File: src/rtl/alu_ctrl_issue.sv
// Decodes a MIPS instruction into a registered ALU control bundle behind a 1-deep valid/ready stage.
// Optional macro ALU_CTRL_ILLEGAL_CNT_EN enables the saturating illegal-instruction counter.
module alu_ctrl_issue (
    input  logic        clk,
    input  logic        rst_n,
    input  logic        in_valid,
    output logic        in_ready,
    input  logic [31:0] instr,
    input  logic        flush,
    output logic        out_valid,
    input  logic        out_ready,
    output logic        amt_sel,
    output logic [4:0]  const_amt,
    output logic [1:0]  logic_func,
    output logic [1:0]  shift_func,
    output logic        add_sub,
    output logic [1:0]  final_func,
    output logic        alu_src_imm,
    output logic [31:0] imm32,
    output logic        ovf_chk,
    output logic        illegal,
    output logic [7:0]  illegal_cnt
);

    localparam logic [1:0] FIN_SHIFT = 2'b00;
    localparam logic [1:0] FIN_SLT   = 2'b01;
    localparam logic [1:0] FIN_ADDER = 2'b10;
    localparam logic [1:0] FIN_LOGIC = 2'b11;
    localparam logic [1:0] SH_SLL    = 2'b01;

    typedef struct packed {
        logic        amt_sel;
        logic [4:0]  const_amt;
        logic [1:0]  logic_func;
        logic [1:0]  shift_func;
        logic        add_sub;
        logic [1:0]  final_func;
        logic        alu_src_imm;
        logic [31:0] imm32;
        logic        ovf_chk;
        logic        illegal;
    } ctrl_t;

    logic [5:0]  w_op;
    logic [5:0]  w_fn;
    logic [31:0] w_sext;
    logic [31:0] w_zext;
    logic        w_unused_regs;
    logic        w_accept;
    ctrl_t       w_dec;
    ctrl_t       r_ctrl;
    logic        r_vld;

    assign w_op          = instr[31:26];
    assign w_fn          = instr[5:0];
    assign w_sext        = {{16{instr[15]}}, instr[15:0]};
    assign w_zext        = {16'h0000, instr[15:0]};
    assign w_unused_regs = ^instr[25:16];

    always_comb begin
        w_dec = '0;
        case (w_op)
            6'h00: begin
                case (w_fn)
                    6'h00, 6'h02, 6'h03: begin
                        w_dec.final_func = FIN_SHIFT;
                        w_dec.shift_func = (w_fn[1:0] == 2'b00) ? SH_SLL : w_fn[1:0];
                        w_dec.const_amt  = instr[10:6];
                    end
                    6'h04, 6'h06, 6'h07: begin
                        w_dec.final_func = FIN_SHIFT;
                        w_dec.shift_func = (w_fn[1:0] == 2'b00) ? SH_SLL : w_fn[1:0];
                        w_dec.amt_sel    = 1'b1;
                    end
                    6'h20, 6'h21, 6'h22, 6'h23: begin
                        w_dec.final_func = FIN_ADDER;
                        w_dec.add_sub    = w_fn[1];
                        w_dec.ovf_chk    = ~w_fn[0];
                    end
                    6'h24, 6'h25, 6'h26, 6'h27: begin
                        w_dec.final_func = FIN_LOGIC;
                        w_dec.logic_func = w_fn[1:0];
                    end
                    6'h2A: begin
                        w_dec.final_func = FIN_SLT;
                        w_dec.add_sub    = 1'b1;
                    end
                    default: begin
                        w_dec.final_func = FIN_ADDER;
                        w_dec.illegal    = 1'b1;
                    end
                endcase
            end
            6'h08, 6'h09: begin
                w_dec.final_func  = FIN_ADDER;
                w_dec.alu_src_imm = 1'b1;
                w_dec.imm32       = w_sext;
                w_dec.ovf_chk     = ~w_op[0];
            end
            6'h0A: begin
                w_dec.final_func  = FIN_SLT;
                w_dec.add_sub     = 1'b1;
                w_dec.alu_src_imm = 1'b1;
                w_dec.imm32       = w_sext;
            end
            6'h0C, 6'h0D, 6'h0E: begin
                w_dec.final_func  = FIN_LOGIC;
                w_dec.logic_func  = w_op[1:0];
                w_dec.alu_src_imm = 1'b1;
                w_dec.imm32       = w_zext;
            end
            // lui is realised as imm << 16 through the shifter
            6'h0F: begin
                w_dec.final_func  = FIN_SHIFT;
                w_dec.shift_func  = SH_SLL;
                w_dec.const_amt   = 5'd16;
                w_dec.alu_src_imm = 1'b1;
                w_dec.imm32       = w_zext;
            end
            6'h23, 6'h2B: begin
                w_dec.final_func  = FIN_ADDER;
                w_dec.alu_src_imm = 1'b1;
                w_dec.imm32       = w_sext;
            end
            6'h04, 6'h05: begin
                w_dec.final_func = FIN_ADDER;
                w_dec.add_sub    = 1'b1;
                w_dec.imm32      = w_sext;
            end
            default: begin
                w_dec.final_func = FIN_ADDER;
                w_dec.illegal    = 1'b1;
            end
        endcase
    end

    assign in_ready = !r_vld || out_ready || flush;
    assign w_accept = in_valid && in_ready && !flush;

    always_ff @(posedge clk) begin
        if (!rst_n) begin
            r_vld  <= 1'b0;
            r_ctrl <= '0;
        end else if (flush) begin
            r_vld  <= 1'b0;
        end else if (w_accept) begin
            r_vld  <= 1'b1;
            r_ctrl <= w_dec;
        end else if (out_ready) begin
            r_vld  <= 1'b0;
        end
    end

`ifdef ALU_CTRL_ILLEGAL_CNT_EN
    logic [7:0] r_illegal_cnt;

    always_ff @(posedge clk) begin
        if (!rst_n) begin
            r_illegal_cnt <= 8'd0;
        end else if (w_accept && w_dec.illegal && (r_illegal_cnt != 8'hFF)) begin
            r_illegal_cnt <= r_illegal_cnt + 8'd1;
        end
    end

    assign illegal_cnt = r_illegal_cnt;
`else
    assign illegal_cnt = 8'd0;
`endif

    assign out_valid   = r_vld;
    assign amt_sel     = r_ctrl.amt_sel;
    assign const_amt   = r_ctrl.const_amt;
    assign logic_func  = r_ctrl.logic_func;
    assign shift_func  = r_ctrl.shift_func;
    assign add_sub     = r_ctrl.add_sub;
    assign final_func  = r_ctrl.final_func;
    assign alu_src_imm = r_ctrl.alu_src_imm;
    assign imm32       = r_ctrl.imm32;
    assign ovf_chk     = r_ctrl.ovf_chk;
    assign illegal     = r_ctrl.illegal;

endmodule

File: config.mk
export PLATFORM = sky130hd
export DESIGN_NAME = alu_ctrl_issue
export DESIGN_NICKNAME = d
export VERILOG_FILES = /design/src/rtl/alu_ctrl_issue.sv
export SDC_FILE = /design/constraint.sdc
export NUM_CORES = 1
export LEC_CHECK = 0
export CAP_MARGIN = 0
export CORE_ASPECT_RATIO = 1.25
export CORE_MARGIN = 2
export CORE_UTILIZATION = 40
export DETAILED_ROUTE_END_ITERATION = 16
export PLACE_DENSITY = 0.81
export REMOVE_ABC_BUFFERS = 1
export SYNTH_ARGS = -nofsm -noshare
export SYNTH_HDL_FRONTEND = slang
export SYNTH_SLANG_ARGS = --single-unit
File: constraint.sdc
create_clock -name clk -period 2.8 [get_ports clk]
set_clock_uncertainty 0.05 [all_clocks]
set_input_delay 0.42 -clock clk [delete_from_list [all_inputs] [get_ports clk]]
set_output_delay 0.42 -clock clk [all_outputs]
set_load 0.05 [all_outputs]
==> flow_summary.rst, run 1 <==
.. list-table::
   :header-rows: 1

   * - Metric
     - Value
   * - Worst slew margin
     - 65.1%
   * - Cts bufs inserted
     - 5
   * - Routed Antenna Nets
     - 0
   * - Clock insertion delay at the later pin of the skew report
     - between 0.2 and 0.3 ns
   * - Critical Path End Type
     - register
   * - Cell chosen for the clock root
     - sky130_fd_sc_hd__clkbuf_8
   * - Final Routed Wirelength
     - about 4500 microns
   * - CP Data Arrival Time
     - ~2.8 ns
   * - Via-per-instance ratio
     - 5.00
   * - Setup ws final
     - roughly 0.17 ns
   * - TritonCTS clock tree
     - yes
   * - M3 GR Usage
     - 4.65%
   * - Pin count of the biggest net entering global routing
     - 36
   * - CP most frequent cell
     - sky130_fd_sc_hd__or4_4
   * - Maximum vdd drop
     - 0.000300 V
   * - Layout Area Growth over Synthesis
     - 46.1%
   * - Outcome
     - complete, no violations
   * - Clock-pin slew of the registers on the worst-case setup and hold paths
     - ~0.070 ns
   * - Type of the setup path with the least slack
     - primary input to register
   * - Most used routing layer
     - met2
   * - RSZ-0062 raised after global routing
     - no
   * - Critical path's largest stage delay
     - 0.55 ns
   * - Initial core utilization
     - 41.7%
   * - Hold buffer count at cts
     - 0
   * - Cells after synthesis
     - 235
   * - Async SR Flop Fraction
     - 0%
   * - Setup_tns
     - 0 ns
   * - GR Util met1
     - between 20 and 25%
   * - Wire length of the first global-routing pass
     - roughly 7300 microns
   * - Post-cts resize count
     - 0
   * - Cell family with the largest share of critical-path delay
     - simple AND/OR/NAND/NOR gates
   * - Critical path, cell by cell
     - clkdlybuf4s50_1, or4_1, or4_4, or4_4, nor4_4, a32o_1
   * - CTS max path bufs
     - 2
   * - DRT Pass-1 Iters
     - 4
   * - Total Routing Usage GR
     - between 10% and 20%
   * - Count of boundary I/O pins
     - 95
   * - Share of cells above drive strength 1
     - 9.93%
   * - Final Slew Violations
     - 0
   * - Combined area of all synthesized cells
     - 1830 sq um
   * - WP buf/inv
     - 1
   * - Shortest clock period the worst path allows after layout
     - 2.63 ns
   * - Avg Synthesized Cell Area
     - slightly below 8 sq um
   * - Max Fclk
     - 381 MHz
   * - Leading cell type in the layout, fill and taps excluded
     - sky130_fd_sc_hd__clkdlybuf4s50_1
   * - Post-CTS repair timing setup buffer count
     - 0
   * - Worst-Margin Slew
     - roughly 0.52 ns
   * - Nets
     - 338
   * - Met2 usage in global routing
     - 31.7%
   * - Final Cycle Share
     - ~94%
   * - Number of inserted filler cells in the final layout
     - 403
   * - Total gr overflow
     - 0
   * - Startpoint Class
     - primary input
   * - Power density relative to cell area
     - 444 nW/um^2
   * - Via count of the first global-routing pass
     - between 1.5k and 2k
   * - Endpoint required time on the critical path
     - 2.98 ns
   * - Total half-perimeter wirelength after legalization and detailed placement
     - 3260 microns
   * - Number of warnings reported in the yosys synthesis log
     - 0
   * - Worst hold path type
     - register to register
   * - Vias post-DR
     - ~1.8k
   * - Cell row count
     - 27
   * - Minimum setup slack after placement
     - -0.132 ns
   * - Maximum capacitance violations
     - 0
   * - Number of enable-type register cells in the synthesized netlist
     - 0
   * - Port Buf Inserts
     - 76
   * - Number of setup violations in the final report
     - 0
   * - Clock sinks
     - 34
   * - Number of antenna violations at the first check in global routing
     - 0
   * - Static leakage
     - about 0.00097 uW
   * - Number of remaining DRC errors
     - 0
   * - Register bit count reported by yosys
     - 34
   * - Full die area
     - 5140 sq um
   * - Average wire length per cell after detail routing
     - about 13 microns
   * - Vertical die dimension
     - 79.7 microns
   * - Routability congestion estimate from global placement
     - 0.827
   * - Final hold violations
     - 0
   * - Count of routing violations after the opening detailed-route iteration
     - 109
   * - Die width
     - 64.5 microns
   * - Number of antenna diodes
     - 0
   * - H-tree lvl count
     - 2
   * - Cell with the largest stage delay on the worst path
     - sky130_fd_sc_hd__or4_1
   * - Worst-path fanout max
     - 4
   * - Sequential element share of the synthesized area
     - a little under two fifths
   * - Commonest cells after routing, fill and taps aside
     - 76 x sky130_fd_sc_hd__clkdlybuf4s50_1, 39 x sky130_fd_sc_hd__nand2_1, 34 x sky130_fd_sc_hd__dfxtp_1, 27 x sky130_fd_sc_hd__o21ai_0, 18 x sky130_fd_sc_hd__and2_1
   * - Library cells used by synthesis
     - 33
   * - Placeable Area
     - roughly 4400 sq um
   * - Dominant synthesized flop cell
     - sky130_fd_sc_hd__dfxtp_1
-- where the power goes --
group / switching [uW] / total [uW] / leakage (uW) / internal, uW
clock network: 180 / 442 / 0.0000579 / 262
registers: 6.24 / 502 / 0.000276 / 495
logic: 152 / 245 / 0.000639 / 93.0
-- path summary, 6_finish.rpt --
check / from / end / slack, ns / cells past startpoint
worst min register to register: illegal / illegal / 0.41 / 2
worst max-delay path: instr[28] / const_amt[2] / 0.17 / 6
worst min-delay path: illegal / illegal / 0.41 / 2
worst max register to register: out_valid / shift_func[0] / 1.17 / 5
-- metrics by stage --
step | hold slack [ns] | cell area [sq um] | utilization (%) | std cells | power [uW]
global route | 0.428 | 2680 | 61.0 | 360 | 1240
floorplan | 0.491 | 1630 | - | 205 | 642
detailed placement | 0.399 | 2570 | 58.5 | 352 | 757
global placement | 0.395 | 2570 | 58.5 | 352 | 755
CTS | 0.410 | 2680 | 61.0 | 360 | 1200
finish | 0.409 | 2680 | 61.0 | 360 | 1190
-- Yosys cell counts (all sizes together), types with 2 or more instances --
| cell | number | area share, % |
|---|---|---|
| nor2 | 9 | 1.8 |
| o21ai | 27 | 7.4 |
| o221a | 3 | 1.8 |
| o31ai | 2 | 0.82 |
| a22oi | 2 | 0.82 |
| nor3b | 6 | 2.7 |
| dfxtp | 34 | 37 |
| or4 | 3 | 1.6 |
| a21oi | 9 | 2.5 |
| a21boi | 2 | 0.82 |
| nor3 | 2 | 0.55 |
| nor2b | 7 | 2.4 |
| nand2 | 39 | 8.0 |
| clkbuf | 14 | 2.9 |
| inv | 4 | 0.82 |
| nor4 | 2 | 1.5 |
| buf | 23 | 9.4 |
| a31oi | 8 | 2.7 |
| nand3 | 6 | 1.6 |
| a32o | 4 | 2.2 |
| and2 | 18 | 6.1 |
| nand2b | 4 | 1.4 |
-- sequential cells by signal, summed over array words and instances (netlist names) --
| name | count |
|---|---|
| final_func | 2 |
| add_sub | 1 |
| logic_func | 2 |
| amt_sel | 1 |
| ovf_chk | 1 |
| out_valid | 1 |
| alu_src_imm | 1 |
| shift_func | 2 |
| imm32 | 17 |
| const_amt | 5 |
| illegal | 1 |
-- tightest hold or removal path: stages, from the launching register on --
cell                      delay, ns
sky130_fd_sc_hd__dfxtp_1       0.31
sky130_fd_sc_hd__nand3_1       0.06
sky130_fd_sc_hd__nand2_1       0.05
-- routing by layer --
layer,up-vias,share of wire [%]
met5,-,0
met4,0,1.4
met3,7,5.7
met2,51,51
met1,833,42
li1,908,-
-- layout make-up --
| cell class | instances | area (sq um) | area share (%) |
|---|---|---|---|
| multi-input combinational | 167 | 942 | 35.2 |
| timing repair buffer | 89 | 858 | 32.1 |
| clock buffer | 5 | 68.8 | 2.57 |
| sequential | 34 | 681 | 25.4 |
| inverter | 4 | 15.0 | 0.561 |
| tap | 58 | 72.6 | 2.71 |
| clock inverter | 3 | 40.0 | 1.50 |
-- cell families after synthesis --
logic type	synth area share, %
flip-flops	37.1
AND/OR/NAND/NOR	29.0
buffers and inverters	13.2
other	0.205
AO/OA/AOI/OAI	20.5
Note: power is estimated with default switching activity, not from simulation.
==> run 2, diff against run 1 <==
--- a/config.mk
+++ b/config.mk
@@ -6,11 +6,13 @@
 export NUM_CORES = 1
 export LEC_CHECK = 0
 export CAP_MARGIN = 0
+export CELL_PAD_IN_SITES_DETAIL_PLACEMENT = 0
+export CELL_PAD_IN_SITES_GLOBAL_PLACEMENT = 1
 export CORE_ASPECT_RATIO = 1.25
 export CORE_MARGIN = 2
-export CORE_UTILIZATION = 40
+export CORE_UTILIZATION = 27
 export DETAILED_ROUTE_END_ITERATION = 16
-export PLACE_DENSITY = 0.81
+export PLACE_DENSITY_LB_ADDON = 0.1
 export REMOVE_ABC_BUFFERS = 1
 export SYNTH_ARGS = -nofsm -noshare
 export SYNTH_HDL_FRONTEND = slang
==> flow_summary.rst, run 2 (synthesized netlist as in run 1, its figures left out) <==
.. list-table::
   :header-rows: 1

   * - Metric
     - Value
   * - Cell with the largest stage delay on the worst path
     - sky130_fd_sc_hd__or4_1
   * - Vias post-DR
     - 1811 (+0.67%)
   * - Endpoint required time on the critical path
     - 2.98 ns (about the same)
   * - Layout Area Growth over Synthesis
     - 49.9%
   * - Setup_tns
     - 0 ns (unchanged)
   * - Number of remaining DRC errors
     - 0 (unchanged)
   * - Commonest cells after routing, fill and taps aside
     - 76 x sky130_fd_sc_hd__clkdlybuf4s50_1, 39 x sky130_fd_sc_hd__nand2_1, 34 x sky130_fd_sc_hd__dfxtp_1, 27 x sky130_fd_sc_hd__o21ai_0, 18 x sky130_fd_sc_hd__and2_1
   * - Placeable Area
     - 6570 sq um (+49%)
   * - Leading cell type in the layout, fill and taps excluded
     - sky130_fd_sc_hd__clkdlybuf4s50_1
   * - Total gr overflow
     - 0 (unchanged)
   * - Final Cycle Share
     - 95.0% (+1.1 points)
   * - Post-cts resize count
     - 0 (unchanged)
   * - Full die area
     - 7470 sq um (+45%)
   * - Hold buffer count at cts
     - 0 (unchanged)
   * - Nets
     - 342 (+1.2%)
   * - Critical path's largest stage delay
     - 0.56 ns (about the same)
   * - Clock-pin slew of the registers on the worst-case setup and hold paths
     - 0.07 ns (about the same)
   * - CP most frequent cell
     - sky130_fd_sc_hd__or4_4
   * - DRT Pass-1 Iters
     - 4 (unchanged)
   * - Summed area of non-filler cells in the final layout
     - 2750 sq um (+2.6%)
   * - Worst-Margin Slew
     - 0.525 ns (+0.00397 ns)
   * - Startpoint Class
     - primary input
   * - Worst slew margin
     - 64.9% (-0.27 points)
   * - Via-per-instance ratio
     - 4.62 (-7.6%)
   * - Number of inserted filler cells in the final layout
     - 699 (+73%)
   * - Cell chosen for the clock root
     - sky130_fd_sc_hd__clkbuf_8
   * - Outcome
     - complete, no violations
   * - Share of cells above drive strength 1
     - 10.8% (+0.89 points)
   * - Initial core utilization
     - 27.9% (-14 points)
   * - Post-DP Area
     - 2640 sq um (+2.6%)
   * - Final Slew Violations
     - 0 (unchanged)
   * - CP Data Arrival Time
     - 2.84 ns (+0.03 ns)
   * - Max FFs per register
     - 17 (unchanged)
   * - Max Fclk
     - 376 MHz (-1.2%)
   * - Number of antenna violations at the first check in global routing
     - 0 (unchanged)
   * - Cts bufs inserted
     - 5 (unchanged)
   * - Port Buf Inserts
     - 76 (unchanged)
   * - Maximum capacitance violations
     - 0 (unchanged)
   * - Average wire length per cell after detail routing
     - 13.4 microns (+6.9%)
   * - Static leakage
     - 0.000991 uW (+1.9%)
   * - Count of boundary I/O pins
     - 95 (unchanged)
   * - Worst-path fanout max
     - 4 (unchanged)
   * - Dpl cells
     - 385 (+9.4%)
   * - Die width
     - 77.7 microns (+20%)
   * - Clock sinks
     - 34 (unchanged)
   * - Vertical die dimension
     - 96.1 microns (+21%)
   * - Critical Path End Type
     - register
   * - Critical path, cell by cell
     - clkdlybuf4s50_1, or4_1, or4_4, or4_4, nor4_4, a32o_1
   * - Setup ws final
     - 0.141 ns (-0.0322 ns)
   * - Cell row count
     - 33 (+22%)
   * - TritonCTS clock tree
     - yes
   * - Type of the setup path with the least slack
     - primary input to register
   * - Total half-perimeter wirelength after legalization and detailed placement
     - 3850 microns (+18%)
   * - Routability congestion estimate from global placement
     - 0.772 (-6.6%)
   * - Worst hold path type
     - register to register
   * - Minimum setup slack after placement
     - -0.156 ns (-0.0239 ns)
   * - Non-filler cells, final
     - 392 (+8.9%)
   * - Routed Antenna Nets
     - 0 (unchanged)
   * - Total Routing Usage GR
     - 14.2% (-3.8 points)
   * - Number of setup violations in the final report
     - 0 (unchanged)
   * - Shortest clock period the worst path allows after layout
     - 2.66 ns (+0.0322 ns)
   * - Clock insertion delay at the later pin of the skew report
     - 0.28 ns (about the same)
   * - Final Routed Wirelength
     - 5260 microns (+16%)
   * - RSZ-0062 raised after global routing
     - no
   * - Worst Hold Slack
     - 0.410 ns (+0.00139 ns)
   * - Wire length of the first global-routing pass
     - 8380 microns (+14%)
   * - CTS max path bufs
     - 2 (unchanged)
   * - Maximum vdd drop
     - 0.000290 V (-3.5%)
   * - Pin count of the biggest net entering global routing
     - 25 (-31%)
   * - Count of routing violations after the opening detailed-route iteration
     - 91 (-17%)
   * - H-tree lvl count
     - 2 (unchanged)
   * - Via count of the first global-routing pass
     - 1701 (+1.1%)
   * - Post-CTS repair timing setup buffer count
     - 0 (unchanged)
   * - Power density relative to cell area
     - 445 nW/um^2 (+0.35%)
   * - Final hold violations
     - 0 (unchanged)
   * - Number of antenna diodes
     - 0 (unchanged)
[run 2: changes by cell type in the layout (fill, tap and decap cells not counted)]
cell and change:
sky130_fd_sc_hd__clkinv_2 -2, sky130_fd_sc_hd__buf_4 +4, sky130_fd_sc_hd__clkbuf_8 +1
[run 2: power by group]
part | total [uW] | switching [uW] | internal [uW]
Clock | 469 | 184 | 285
Combinational | 253 | 156 | 96.8
Sequential | 502 | 6.49 | 495
[run 2: worst paths after layout]
| path | startpoint | end | slack [ns] | cells after the start |
|---|---|---|---|---|
| hold reg to reg | illegal | illegal | 0.41 | 2 |
| setup reg to reg | out_valid | shift_func[1] | 1.26 | 7 |
| hold / removal | illegal | illegal | 0.41 | 2 |
| setup / recovery | instr[28] | const_amt[1] | 0.14 | 6 |
[run 2: per-stage QoR]
step / utilization, % / total power [uW]
finish: 41.9 / 1220
global route: 41.9 / 1280
CTS: 41.9 / 1240
detailed placement: 40.1 / 767
global placement: 40.1 / 769
floorplan: - / 642
[run 2: layout make-up]
type,count,area [sq um],area share (%)
clock inverters,1,30.0,1.09
multi-input cells,167,942,34.3
clock buffers,6,82.6,3.01
repair buffers,93,888,32.3
flip-flops and latches,34,681,24.8
inverters,4,15.0,0.546
well taps,87,109,3.96
[run 2: routing by layer]
layer	vias to the layer above	routed length, microns	track usage (%)
li1	919	-	-
met1	811	2410	19.1
met2	76	2360	21.9
met3	5	435	3.94
met4	0	57	4.32
met5	-	0	0
[run 2: critical path, delay by kind of cell]
kind	cells	cell delay, ns
and+or+nand+nor	4	1.80
AOI/OAI and AO/OA	1	0.17
buffers and inverters	1	0.44
==> run 3, diff against run 2 <==
--- a/config.mk
+++ b/config.mk
@@ -14,6 +14,8 @@
 export DETAILED_ROUTE_END_ITERATION = 16
 export PLACE_DENSITY_LB_ADDON = 0.1
 export REMOVE_ABC_BUFFERS = 1
+export SETUP_SLACK_MARGIN = 0.3
 export SYNTH_ARGS = -nofsm -noshare
 export SYNTH_HDL_FRONTEND = slang
 export SYNTH_SLANG_ARGS = --single-unit
+export TNS_END_PERCENT = 20
==> flow_summary.rst, run 3 (synthesized netlist as in run 1, its figures left out) <==
.. list-table::
   :header-rows: 1

   * - Metric
     - Value
   * - Share of cells above drive strength 1
     - 11.8% (+0.95 points)
   * - Full die area
     - 7470 sq um (unchanged)
   * - Final hold violations
     - 0 (unchanged)
   * - H-tree lvl count
     - 2 (unchanged)
   * - RSZ-0062 raised after global routing
     - yes
   * - Clock sinks
     - 34 (unchanged)
   * - Initial core utilization
     - 27.9% (unchanged)
   * - Routability congestion estimate from global placement
     - 0.772 (unchanged)
   * - Outcome
     - complete, no violations
   * - Number of antenna violations at the first check in global routing
     - 0 (unchanged)
   * - Final design utilization
     - 41.9% (+0.076 points)
   * - Worst Hold Path EP
     - illegal
   * - Sequential Power Share
     - 41.0% (about the same)
   * - Cts bufs inserted
     - 5 (unchanged)
   * - Startpoint Class
     - primary input
   * - Switching fraction of total power
     - 28.5% (+0.11 points)
   * - Final Routed Wirelength
     - 5290 microns (+0.70%)
   * - Worst-case register-to-register setup slack
     - 1.25 ns (about the same)
   * - Number of instances on the worst hold path
     - 2 (unchanged)
   * - Commonest cells after routing, fill and taps aside
     - 72 x sky130_fd_sc_hd__clkdlybuf4s50_1, 39 x sky130_fd_sc_hd__nand2_1, 34 x sky130_fd_sc_hd__dfxtp_1, 27 x sky130_fd_sc_hd__o21ai_0
   * - Final Slew Violations
     - 0 (unchanged)
   * - Vias post-DR
     - 1801 (-0.55%)
   * - Worst flop-to-flop path startpoint
     - out_valid
   * - Number of antenna diodes
     - 0 (unchanged)
   * - Hold buffer count at cts
     - 0 (unchanged)
   * - Die width
     - 77.7 microns (unchanged)
   * - Static leakage
     - 0.00100 uW (+0.85%)
   * - Nets
     - 343 (+0.29%)
   * - Worst hold path type
     - register to register
   * - Total Routing Usage GR
     - 14.2% (+0.060 points)
   * - Minimum setup slack after placement
     - -0.156 ns (unchanged)
   * - Cell row count
     - 33 (unchanged)
   * - Setup_tns
     - 0 ns (unchanged)
   * - Placeable Area
     - 6570 sq um (unchanged)
   * - TritonCTS clock tree
     - yes
   * - Comb pwr share
     - 20.6% (about the same)
   * - Total half-perimeter wirelength after legalization and detailed placement
     - 3850 microns (unchanged)
   * - Worst-path fanout max
     - 3 (-1)
   * - Clock insertion delay at the later pin of the skew report
     - 0.28 ns (about the same)
   * - Number of setup violations in the final report
     - 0 (unchanged)
   * - Switching power
     - 348 uW (+0.38%)
   * - Average wire length per cell after detail routing
     - 13.5 microns (+0.45%)
   * - Type of the setup path with the least slack
     - primary input to register
   * - Worst-Margin Slew
     - 0.522 ns (-0.00294 ns)
   * - Max FFs per register
     - 17 (unchanged)
   * - Worst R2R End
     - shift_func[1]
   * - Final Cycle Share
     - 87.6% (-7.3 points)
   * - Port Buf Inserts
     - 76 (unchanged)
   * - CTS max path bufs
     - 2 (unchanged)
   * - Pin count of the biggest net entering global routing
     - 25 (unchanged)
   * - Via count of the first global-routing pass
     - 1702 (+0.059%)
   * - Total gr overflow
     - 0 (unchanged)
   * - Total area of sequential cells
     - 681 sq um (unchanged)
   * - Maximum vdd drop
     - 0.000291 V (+0.42%)
   * - Multi-input gate area in the final layout
     - 946 sq um (+0.40%)
   * - Number of remaining DRC errors
     - 0 (unchanged)
   * - Count of boundary I/O pins
     - 95 (unchanged)
   * - Worst slew margin
     - 65.1% (+0.20 points)
   * - Wire length of the first global-routing pass
     - 8400 microns (+0.17%)
   * - DRT Pass-1 Iters
     - 5 (+1)
   * - Clock power share
     - 38.4% (about the same)
   * - Non-filler cells, final
     - 393 (+0.26%)
   * - Cell chosen for the clock root
     - sky130_fd_sc_hd__clkbuf_8
   * - Routed Antenna Nets
     - 0 (unchanged)
   * - Max Fclk
     - 408 MHz (+8.4%)
   * - Vertical die dimension
     - 96.1 microns (unchanged)
   * - Critical Path End Type
     - register
   * - Via-per-instance ratio
     - 4.58 (-0.81%)
   * - Setup ws final
     - 0.347 ns (+0.205 ns)
   * - CP Data Arrival Time
     - 2.63 ns (-0.21 ns)
   * - Start point of the worst hold path
     - illegal
   * - Endpoint required time on the critical path
     - 2.98 ns (about the same)
   * - Count of routing violations after the opening detailed-route iteration
     - 88 (-3.3%)
   * - Clock-pin slew of the registers on the worst-case setup and hold paths
     - 0.07 ns (about the same)
   * - Layout Area Growth over Synthesis
     - 50.2%
   * - Int Pwr
     - 875 uW (-0.18%)
   * - Dpl cells
     - 385 (unchanged)
   * - Leading cell type in the layout, fill and taps excluded
     - sky130_fd_sc_hd__clkdlybuf4s50_1
   * - Shortest clock period the worst path allows after layout
     - 2.45 ns (-0.205 ns)
   * - Power density relative to cell area
     - 445 nW/um^2 (-0.20%)
   * - Number of inserted filler cells in the final layout
     - 701 (+0.29%)
   * - Worst Hold Slack
     - 0.410 ns (-0.000127 ns)
   * - Maximum capacitance violations
     - 0 (unchanged)
   * - Worst r2r path cells
     - 7 (unchanged)
==> run 3: area by class of cell <==
class / instances / area share [%]
Tap cell: 87 / 3.95
Timing Repair Buffer: 94 / 32.3
Inverter: 4 / 0.545
Multi-Input combinational cell: 167 / 34.4
Clock inverter: 1 / 1.09
Sequential cell: 34 / 24.7
Clock buffer: 6 / 3.00
==> run 3: routing by layer <==
metal	global-route usage, %	share of wire [%]
met1	19.2	49
met5	0	0
met3	3.85	6.0
met4	4.02	0.85
met2	22.3	45
==> run 3: repair_timing <==
item | 4_1_cts | 5_1_grt
endpoints found under the setup margin | 7 | 5
gates cloned | 0 | 0
pin swaps | 5 | 1
gates resized for setup | 10 | 0
setup buffers | 1 | 0
==> run 3: power groups by stage <==
stage / sequential, uW / clock (uW) / combinational (uW)
after floorplan: 561 / 0 / 81.2
after global placement: 513 / 0 / 256
after CTS: 502 / 484 / 254
after global routing: 503 / 503 / 271
after detailed placement: 513 / 0 / 255
final: 502 / 469 / 252
==> run 3: per-stage QoR <==
step | area [sq um] | total power, uW
after floorplan | 1630 | 642
after global placement | 2640 | 769
after detailed placement | 2640 | 767
after CTS | 2750 | 1240
after global routing | 2750 | 1280
final | 2750 | 1220
==> run 3: worst max path at each step <==
| stage | start | to | cells after the start |
|---|---|---|---|
| after floorplan | imm32[30] | imm32[30] | 2 |
| after global placement | instr[28] | const_amt[1] | 6 |
| after detailed placement | instr[28] | const_amt[1] | 6 |
| after CTS | instr[30] | const_amt[1] | 6 |
| after global routing | instr[30] | const_amt[4] | 7 |
| final | instr[30] | const_amt[4] | 7 |
==> run 3: worst max-delay path, stage by stage <==
cell                              delay [ns]
sky130_fd_sc_hd__clkdlybuf4s15_1        0.18
sky130_fd_sc_hd__or4_4                  0.51
sky130_fd_sc_hd__or4_4                  0.54
sky130_fd_sc_hd__or4_4                  0.46
sky130_fd_sc_hd__buf_4                  0.17
sky130_fd_sc_hd__nor3b_2                0.17
sky130_fd_sc_hd__o221a_2                0.19
